--- config.mk ---
export PLATFORM = sky130hd
export DESIGN_NAME = jesd204_rx_lane_deskew
export DESIGN_NICKNAME = d
export VERILOG_FILES = /design/src/rtl/jesd204_rx_lane_deskew.sv
export SDC_FILE = /design/constraint.sdc
export NUM_CORES = 2
export LEC_CHECK = 0
export ABC_CLOCK_PERIOD_IN_PS = 5950
export BUFFER_PORTS_ARGS = -buffer_cell sky130_fd_sc_hd__buf_2
export CAP_MARGIN = 20
export CORE_MARGIN = 4
export CORE_UTILIZATION = 52
export CTS_BUF_LIST = sky130_fd_sc_hd__clkbuf_2 sky130_fd_sc_hd__clkbuf_4 sky130_fd_sc_hd__clkbuf_8
export DETAILED_ROUTE_END_ITERATION = 16
export GPL_ROUTABILITY_DRIVEN = 0
export PLACE_DENSITY_LB_ADDON = 0.15
export SYNTH_ARGS = -nofsm -noshare
export SYNTH_HDL_FRONTEND = slang
export SYNTH_SLANG_ARGS = --single-unit
--- constraint.sdc ---
create_clock -name CLK -period 5.95 [get_ports CLK]
set_clock_uncertainty 0.15 [all_clocks]
set_input_delay 0.2975 -clock CLK [delete_from_list [all_inputs] [get_ports CLK]]
set_output_delay 0.2975 -clock CLK [all_outputs]
set_load 0.01 [all_outputs]
--- src/rtl/jesd204_rx_lane_deskew.sv ---
// Multi-lane JESD204B RX deskew buffer: each lane is buffered from its first K28.0
// marker, and all enabled lanes are released together once every lane has marked.
`timescale 1ns/1ps
module jesd204_rx_lane_deskew #(
  parameter int         LANES         = 4,
  parameter int         DW            = 32,
  parameter int         DEPTH         = 16,
  parameter logic [7:0] MARK_CHAR     = 8'h1C,
  parameter int         RELEASE_DELAY = 0,
  localparam int        OCT           = DW / 8,
  localparam int        SW            = $clog2(DEPTH + 1)
) (
  input  logic                   CLK,
  input  logic                   RST,
  input  logic                   ENABLE,
  input  logic [LANES-1:0]       LANE_EN,
  input  logic [LANES-1:0]       IN_VALID,
  input  logic [LANES*DW-1:0]    IN_DATA,
  input  logic [LANES*OCT-1:0]   IN_CHARISK,
  output logic                   OUT_VALID,
  output logic [LANES*DW-1:0]    OUT_DATA,
  output logic                   ALIGNED,
  output logic                   ALIGN_ERR,
  output logic [LANES*SW-1:0]    LANE_SKEW
);

  localparam int              AW        = $clog2(DEPTH);
  localparam int              HW        = (RELEASE_DELAY > 1) ? $clog2(RELEASE_DELAY) : 1;
  localparam logic [HW-1:0]   HOLD_LAST = HW'((RELEASE_DELAY > 0) ? RELEASE_DELAY - 1 : 0);
  localparam logic [SW-1:0]   SKEW_MAX  = SW'(DEPTH);

  typedef enum logic [2:0] {IDLE, WAIT_MARK, HOLD, RUN, ERROR} state_t;

  state_t            state, state_nxt;
  logic [LANES-1:0]  lane_en_q, mark_q;
  logic [LANES-1:0]  is_marker, wr_req, wr_en, full, empty;
  logic [AW:0]       wr_ptr [LANES];
  logic [AW:0]       rd_ptr [LANES];
  logic [DW-1:0]     mem    [LANES][DEPTH];
  logic [SW-1:0]     skew   [LANES];
  logic [HW-1:0]     hold_cnt;
  logic              all_marked, rd_en, overflow, underflow, flush;

  // NOTE: every signal written in always_comb gets a default first, so no path
  // leaves it unassigned and no latch is inferred.
  always_comb begin
    is_marker = '0;
    full      = '0;
    empty     = '0;
    wr_req    = '0;
    for (int i = 0; i < LANES; i++) begin
      is_marker[i] = IN_VALID[i] && IN_CHARISK[i*OCT] && (IN_DATA[i*DW +: 8] == MARK_CHAR);
      full[i]  = (wr_ptr[i][AW] != rd_ptr[i][AW]) && (wr_ptr[i][AW-1:0] == rd_ptr[i][AW-1:0]);
      empty[i] = (wr_ptr[i] == rd_ptr[i]);
      // Before its marker a lane discards words; afterwards every valid word is kept.
      if (lane_en_q[i] && IN_VALID[i]) begin
        if (state == WAIT_MARK)
          wr_req[i] = mark_q[i] || is_marker[i];
        else
          wr_req[i] = (state == HOLD) || (state == RUN);
      end
    end
  end

  assign all_marked = &(mark_q | ~lane_en_q);
  assign underflow  = ENABLE && (state == RUN) && |(empty & lane_en_q);
  assign rd_en      = ENABLE && (state == RUN) && !underflow;
  assign overflow   = ENABLE && |(wr_req & full & ~{LANES{rd_en}});
  assign wr_en      = wr_req & (~full | {LANES{rd_en}});
  assign flush      = !ENABLE || (state == IDLE);
  assign ALIGNED    = (state == RUN);

  always_comb begin
    state_nxt = state;
    if (!ENABLE) begin
      state_nxt = IDLE;
    end else if (overflow || underflow) begin
      state_nxt = ERROR;
    end else begin
      unique case (state)
        IDLE:      if (|LANE_EN) state_nxt = WAIT_MARK;
        WAIT_MARK: if (all_marked) state_nxt = (RELEASE_DELAY > 0) ? HOLD : RUN;
        HOLD:      if (hold_cnt == HOLD_LAST) state_nxt = RUN;
        default:   state_nxt = state;
      endcase
    end
  end

  // NOTE: sequential state uses non-blocking assignments so every register
  // samples pre-edge values regardless of statement order.
  always_ff @(posedge CLK or posedge RST) begin
    if (RST) state <= IDLE;
    else     state <= state_nxt;
  end

  always_ff @(posedge CLK or posedge RST) begin
    if (RST) begin
      lane_en_q <= '0;
      mark_q    <= '0;
      hold_cnt  <= '0;
      OUT_VALID <= 1'b0;
      ALIGN_ERR <= 1'b0;
      for (int i = 0; i < LANES; i++) begin
        wr_ptr[i] <= '0;
        rd_ptr[i] <= '0;
        skew[i]   <= '0;
      end
    end else begin
      OUT_VALID <= rd_en;
      if (!ENABLE)                    ALIGN_ERR <= 1'b0;
      else if (overflow || underflow) ALIGN_ERR <= 1'b1;
      if ((state == IDLE) && ENABLE && |LANE_EN) lane_en_q <= LANE_EN;
      hold_cnt <= (state == HOLD) ? hold_cnt + 1'b1 : '0;
      if (flush) begin
        mark_q <= '0;
        for (int i = 0; i < LANES; i++) begin
          wr_ptr[i] <= '0;
          rd_ptr[i] <= '0;
          skew[i]   <= '0;
        end
      end else begin
        for (int i = 0; i < LANES; i++) begin
          if ((state == WAIT_MARK) && lane_en_q[i] && is_marker[i]) mark_q[i] <= 1'b1;
          if (wr_en[i]) wr_ptr[i] <= wr_ptr[i] + 1'b1;
          if (rd_en && lane_en_q[i]) rd_ptr[i] <= rd_ptr[i] + 1'b1;
          // Lead accumulates only while some enabled lane is still unmarked.
          if ((state == WAIT_MARK) && !all_marked && mark_q[i] && wr_en[i] && (skew[i] != SKEW_MAX))
            skew[i] <= skew[i] + 1'b1;
        end
      end
    end
  end

  // NOTE: FIFO storage is not reset; only the pointers are, which keeps the
  // array free to map onto RAM.
  always_ff @(posedge CLK) begin
    for (int i = 0; i < LANES; i++)
      if (wr_en[i]) mem[i][wr_ptr[i][AW-1:0]] <= IN_DATA[i*DW +: DW];
  end

  always_ff @(posedge CLK or posedge RST) begin
    if (RST) begin
      OUT_DATA <= '0;
    end else if (rd_en) begin
      for (int i = 0; i < LANES; i++)
        OUT_DATA[i*DW +: DW] <= lane_en_q[i] ? mem[i][rd_ptr[i][AW-1:0]] : '0;
    end
  end

  always_comb begin
    LANE_SKEW = '0;
    for (int i = 0; i < LANES; i++) LANE_SKEW[i*SW +: SW] = skew[i];
  end

endmodule
# [Yosys cells after proc, flatten, opt, wreduce, memory -nomap -nowiden]
# Memories as Yosys holds them, arrays and structs flattened.
# Cells that the tools add are included.
# W data, S select, Z words.
[word_totals] reg_bits=202 ramBits=2048 inputBits=155 out_inout_bits=151 elab_cells=245 mem_count=1
[op_classes] n_addsub=13 order_cmp=12 n_eq_ne=28 muxes=69 n_bitwise=17 n_reduce_logical=83
[memory_table] name="mem" depth=4 word_bits=512 rd=4 rd_ports_with_merged_regs=0 write_ports=4 line="39" source="logic [DW-1:0] mem [LANES][DEPTH];"
[op_table] cell="$mux W512" n=4
[op_table] cell="$bmux W32 S4" n=4
[op_table] cell="$demux W32 S4" n=4
[op_table] cell="$mux W32" n=16
[op_table] cell="$add A5 B1 Y5 const B" n=12
[op_table] cell="$mux W20" n=3
[op_table] cell="$mux W5" n=12
[op_table] cell="$logic_and A1 B1 Y1" n=51
[op_table] cell="$ge A5 B5 Y1 const B" n=8
[op_table] cell="$not A4 Y5" n=8
[op_table] cell="$eq A8 B5 Y1 const B" n=4
[op_table] cell="$reduce_bool A2 Y1" n=16
[op_table] cell="$eq A5 B5 Y1" n=4
[op_table] cell="$lt A5 B1 Y1 const B" n=4
[op_table] cell="$ne A5 B5 Y1 const B" n=4
[op_table] cell="$mux W1" n=19
[op_table] cell="$and A4 B4 Y4" n=4
[op_table] cell="$eq A4 B4 Y1" n=4
[op_table] cell="$mux W3" n=5
[op_table] cell="$not A4 Y4" n=3
[op_table] cell="$reduce_or A4 Y1" n=3
[op_table] cell="$pmux W3 S3" n=1
[op_table] cell="$ne A4 B4 Y1 const B" n=2
[op_table] cell="$or A4 B4 Y4" n=2
[op_table] cell="other kinds (12)" n=25

# [Logic depth before layout (Yosys ltp)]
[logic_depth] depth_word=13 mapped_depth=12 ltp_nobuf=7

# [Worst setup path before layout]
# Ideal clock, no wire load.
[synth_path] path_kind="register -> register" from="register state[0]" to="memory mem[2][384] (netlist name), enable pin" setup_ns=0.461 arrival_time_ns=3.750 required_ns=5.339 setup_slack_ns=1.589 stages_incl_launch_ff=8 path_buffers=1 period_less_slack_ns=4.361 cell_sequence="dfrtp_1 -> or3b_2 -> buf_2 -> a311oi_1 -> a2111oi_0 -> nand3_1 -> and2_1 -> nor3_1"
[synth_rtl] item="start: declaration" line="34" source="state_t state, state_nxt;"
[synth_rtl] item="start signal: assignment" line="93" source="else state <= state_nxt;"
[synth_rtl] item="end: declaration" line="39"

==> results.cfg <==
[synthesis]
post-synth-top-count-cell = sky130_fd_sc_hd__edfxtp_1
synth-warning-count = 0
synth_top_cell_by_area = sky130_fd_sc_hd__edfxtp_1
syn_avg_cell_area_um2 = 21.7
synth-async-reset-ratio = 0.0898
postSynth.topFlopCell = sky130_fd_sc_hd__edfxtp_1
synth_sequential_area_ratio = 0.766
yosysUniqueCellTypes = 68
netlist_top_cells_area = sky130_fd_sc_hd__edfxtp_1 71%, sky130_fd_sc_hd__mux4_2 17%, sky130_fd_sc_hd__dfrtp_1 5.8%, sky130_fd_sc_hd__nand2_1 1.4%, sky130_fd_sc_hd__nand3_1 0.89%
synth_enable_flop_cells = 2048
synth_top_area_share = 0.708
syn_area_um2 = 86800
synth_commonest_cells = 2048 x sky130_fd_sc_hd__edfxtp_1, 640 x sky130_fd_sc_hd__mux4_2, 315 x sky130_fd_sc_hd__nand2_1, 202 x sky130_fd_sc_hd__dfrtp_1, 155 x sky130_fd_sc_hd__nand3_1
synth_seq_cells = 2250
mappedNetlistNets = 4178
syn-instance-count = 3995

[flow_run]
drv.max_cap_violation_count = 0

[die]
std_cell_rows = 149
fp.dieW_um = 417
die_h_um = 417
design.core.area_um2 = 166000
design.die.area_um2 = 174000
boundaryPins = 306
floorplan.initialDensity = 0.525

[routing]
wl_per_cell_um = 28.0
via_count = 43000
first_pass_iters = 5
routed-wl-met3_um = 12000
ant_nets = 0
routed_via_density = 5.86
route.final.wire_length_um = 205000
drt_iter0_markers = 3866
top_layer_used = met5
dr_wl_met2_um = 102000
route.layer.met1.wl_um = 84000
post-route-drc-count = 0

[final_layout]
layout-drive-gt1-share = 0.343
finalNonFillerCells = 7330
utilization = 0.614
num-nets-final = 5034
syn_to_final_growth_pct = 17.1

[global_route]
grt.overflow.total = 0
grt_max_degree = 115
track_usage = 0.240
antenna_violations_before_repair = 13
number_of_global_route_vias_before_repair = 45700
grt_pass1_wl_um = 305000

[clock_network]
clock_sink_count = 2250
htreeDepth = 5
tritoncts = built
post-cts-setup-buffers = 0
ctsLongestPathBuffers = 4
tritoncts.num_buffers = 374
worst_skew_pair.late_latency_ps = 1050
clkTransAtPathRegs_ps = 60
clock_tree.root_cell = sky130_fd_sc_hd__clkbuf_8

[sta]
max_slew_violations = 0
grt_setup_unrepaired = no
worst-slew-pin-transition_ps = 1100
setup_viol_count_final = 0
post-route-worst-setup-slack_ps = 1230
hold_slack_ps = 125
timing.slew.headroom = 0.268
timing.final.crit_share = 0.794
final_hold_viol_count = 0
max_clock_freq_mhz = 212
tns_ps = 0
finalCriticalPeriod_ps = 4720

[pwr]
power_density_nw_per_um2 = 313
worst_ir_drop_on_vdd_v = 0.000286
p_leak_uw = 0.0339

[worst_hold_path]
hold_path_class = in2reg

[placed_design]
io_buffers = 293
dp_hpwl_um = 110000
preCtsSetupSlack_ps = 1390
dp.cells = 6377

[worst_setup_path]
worst_setup_path_end_kind = flip-flop
startpoint_type = primary input
crit_type = in2reg
cp_data_required_time_ps = 6460
worst-endpoint-arrival_ps = 5230
crit_path_max_fanout = 19

[status]
outcome = finished, final reports clean
[placed cells by master, fill, tap and decap left out, drive strengths merged, types with 4 or more instances in the layout]
cell | netlist | routed
nor2 | 40 | 40
nand3 | 155 | 155
inv | 30 | 30
mux2 | 4 | 4
a211oi | 6 | 6
a2111o | 4 | 4
clkbuf | 141 | 556
nor2b | 21 | 21
nor3 | 6 | 6
bufinv | 0 | 4
nand4 | 12 | 12
buf | 87 | 422
clkinv | 0 | 93
xor2 | 8 | 8
edfxtp | 2048 | 2048
o21ai | 15 | 15
ha | 28 | 28
and2 | 5 | 5
a311oi | 4 | 4
mux4 | 640 | 640
a21oi | 28 | 28
diode | 0 | 7
or3 | 14 | 14
and3 | 47 | 47
nor4 | 12 | 12
xnor2 | 18 | 18
a21o | 4 | 4
mux2i | 28 | 28
clkinvlp | 0 | 6
and4 | 10 | 10
dfrtp | 202 | 202
dlygate4sd3 | 0 | 286
o31ai | 8 | 8
a21boi | 4 | 4
nand2 | 315 | 315
or4 | 6 | 6
[worst paths after layout]
check	slack [ps]	cells past startpoint	to	startpoint
setup reg to reg	1410	7	mem[0][93]	rd_ptr[10]
hold / removal	130	3	ALIGN_ERR	ENABLE
min in group asynchronous	200	4	OUT_DATA[67]	RST
hold reg to reg	280	1	hold_cnt	hold_cnt
max in group asynchronous	4320	5	rd_ptr[0]	RST
setup / recovery	1230	10	mem[0][93]	IN_DATA[1]
[through the flow]
| step | instance area (um2) | power [uW] |
|---|---|---|
| detailed placement | 91400 | 18600 |
| CTS | 102000 | 32200 |
| floorplan | 86800 | 18100 |
| global route | 102000 | 33100 |
| finish | 102000 | 31800 |
| global placement | 91400 | 18600 |
[critical path, stage by stage]
cell and delay (ps):
sky130_fd_sc_hd__dlygate4sd3_1 560, sky130_fd_sc_hd__dlygate4sd3_1 610, sky130_fd_sc_hd__buf_2 210, sky130_fd_sc_hd__nand4bb_1 220, sky130_fd_sc_hd__dlygate4sd3_1 620, sky130_fd_sc_hd__nor4_1 600, sky130_fd_sc_hd__o31ai_1 270, sky130_fd_sc_hd__nor2_1 570
sky130_fd_sc_hd__and3_2 730, sky130_fd_sc_hd__buf_4 520
[state kept, by name, summed over array words and instances (netlist names)]
name and count:
ALIGN_ERR 1, OUT_VALID 1, hold_cnt 1, wr_ptr 20, state 3, OUT_DATA 128
lane_en_q 4, mark_q 4, rd_ptr 20, mem 2048, LANE_SKEW 20
[kinds of logic (layout without fill, tap and decap cells)]
| kind of cell | after synthesis | count (layout) | share of synthesized area |
|---|---|---|---|
| other | 0 | 7 | 0 |
| adders and majority gates | 28 | 28 | 0.00403 |
| xor gates and xnor gates | 26 | 26 | 0.00262 |
| DFF | 2250 | 2250 | 0.766 |
| muxes | 672 | 672 | 0.170 |
| buffers and inverters | 258 | 1397 | 0.0129 |
| and+or+nand+nor | 658 | 658 | 0.0359 |
| AOI/OAI and AO/OA | 103 | 103 | 0.00836 |
[area by class of cell]
| class | count | area, um2 |
|---|---|---|
| Clock inverter | 103 | 554 |
| Sequential cell | 2250 | 66600 |
| Inverter | 30 | 124 |
| Clock buffer | 556 | 6790 |
| Timing Repair Buffer | 708 | 5520 |
| Fill cell | 11700 | 63900 |
| Multi-Input combinational cell | 1487 | 19300 |
| Antenna cell | 7 | 17.5 |
| Tap cell | 2189 | 2740 |
[power breakdown]
group / internal (uW) / switching (uW)
clock network: 7430 / 5930
logic: 368 / 699
registers: 17400 / 50.6
total: 25200 / 6680
[metal layers]
metal / global-route usage / up-vias
li1: - / 18400
met1: 0.332 / 22700
met2: 0.388 / 1528
met3: 0.0445 / 335
met4: 0.0853 / 4
met5: 0 / -
[timing repair]
item                      4_1_cts  5_1_grt
gates resized for setup         0        0
hold endpoints to repair     2309        0
hold buffers                  286        0
Note: power is estimated with default switching activity, not from simulation.
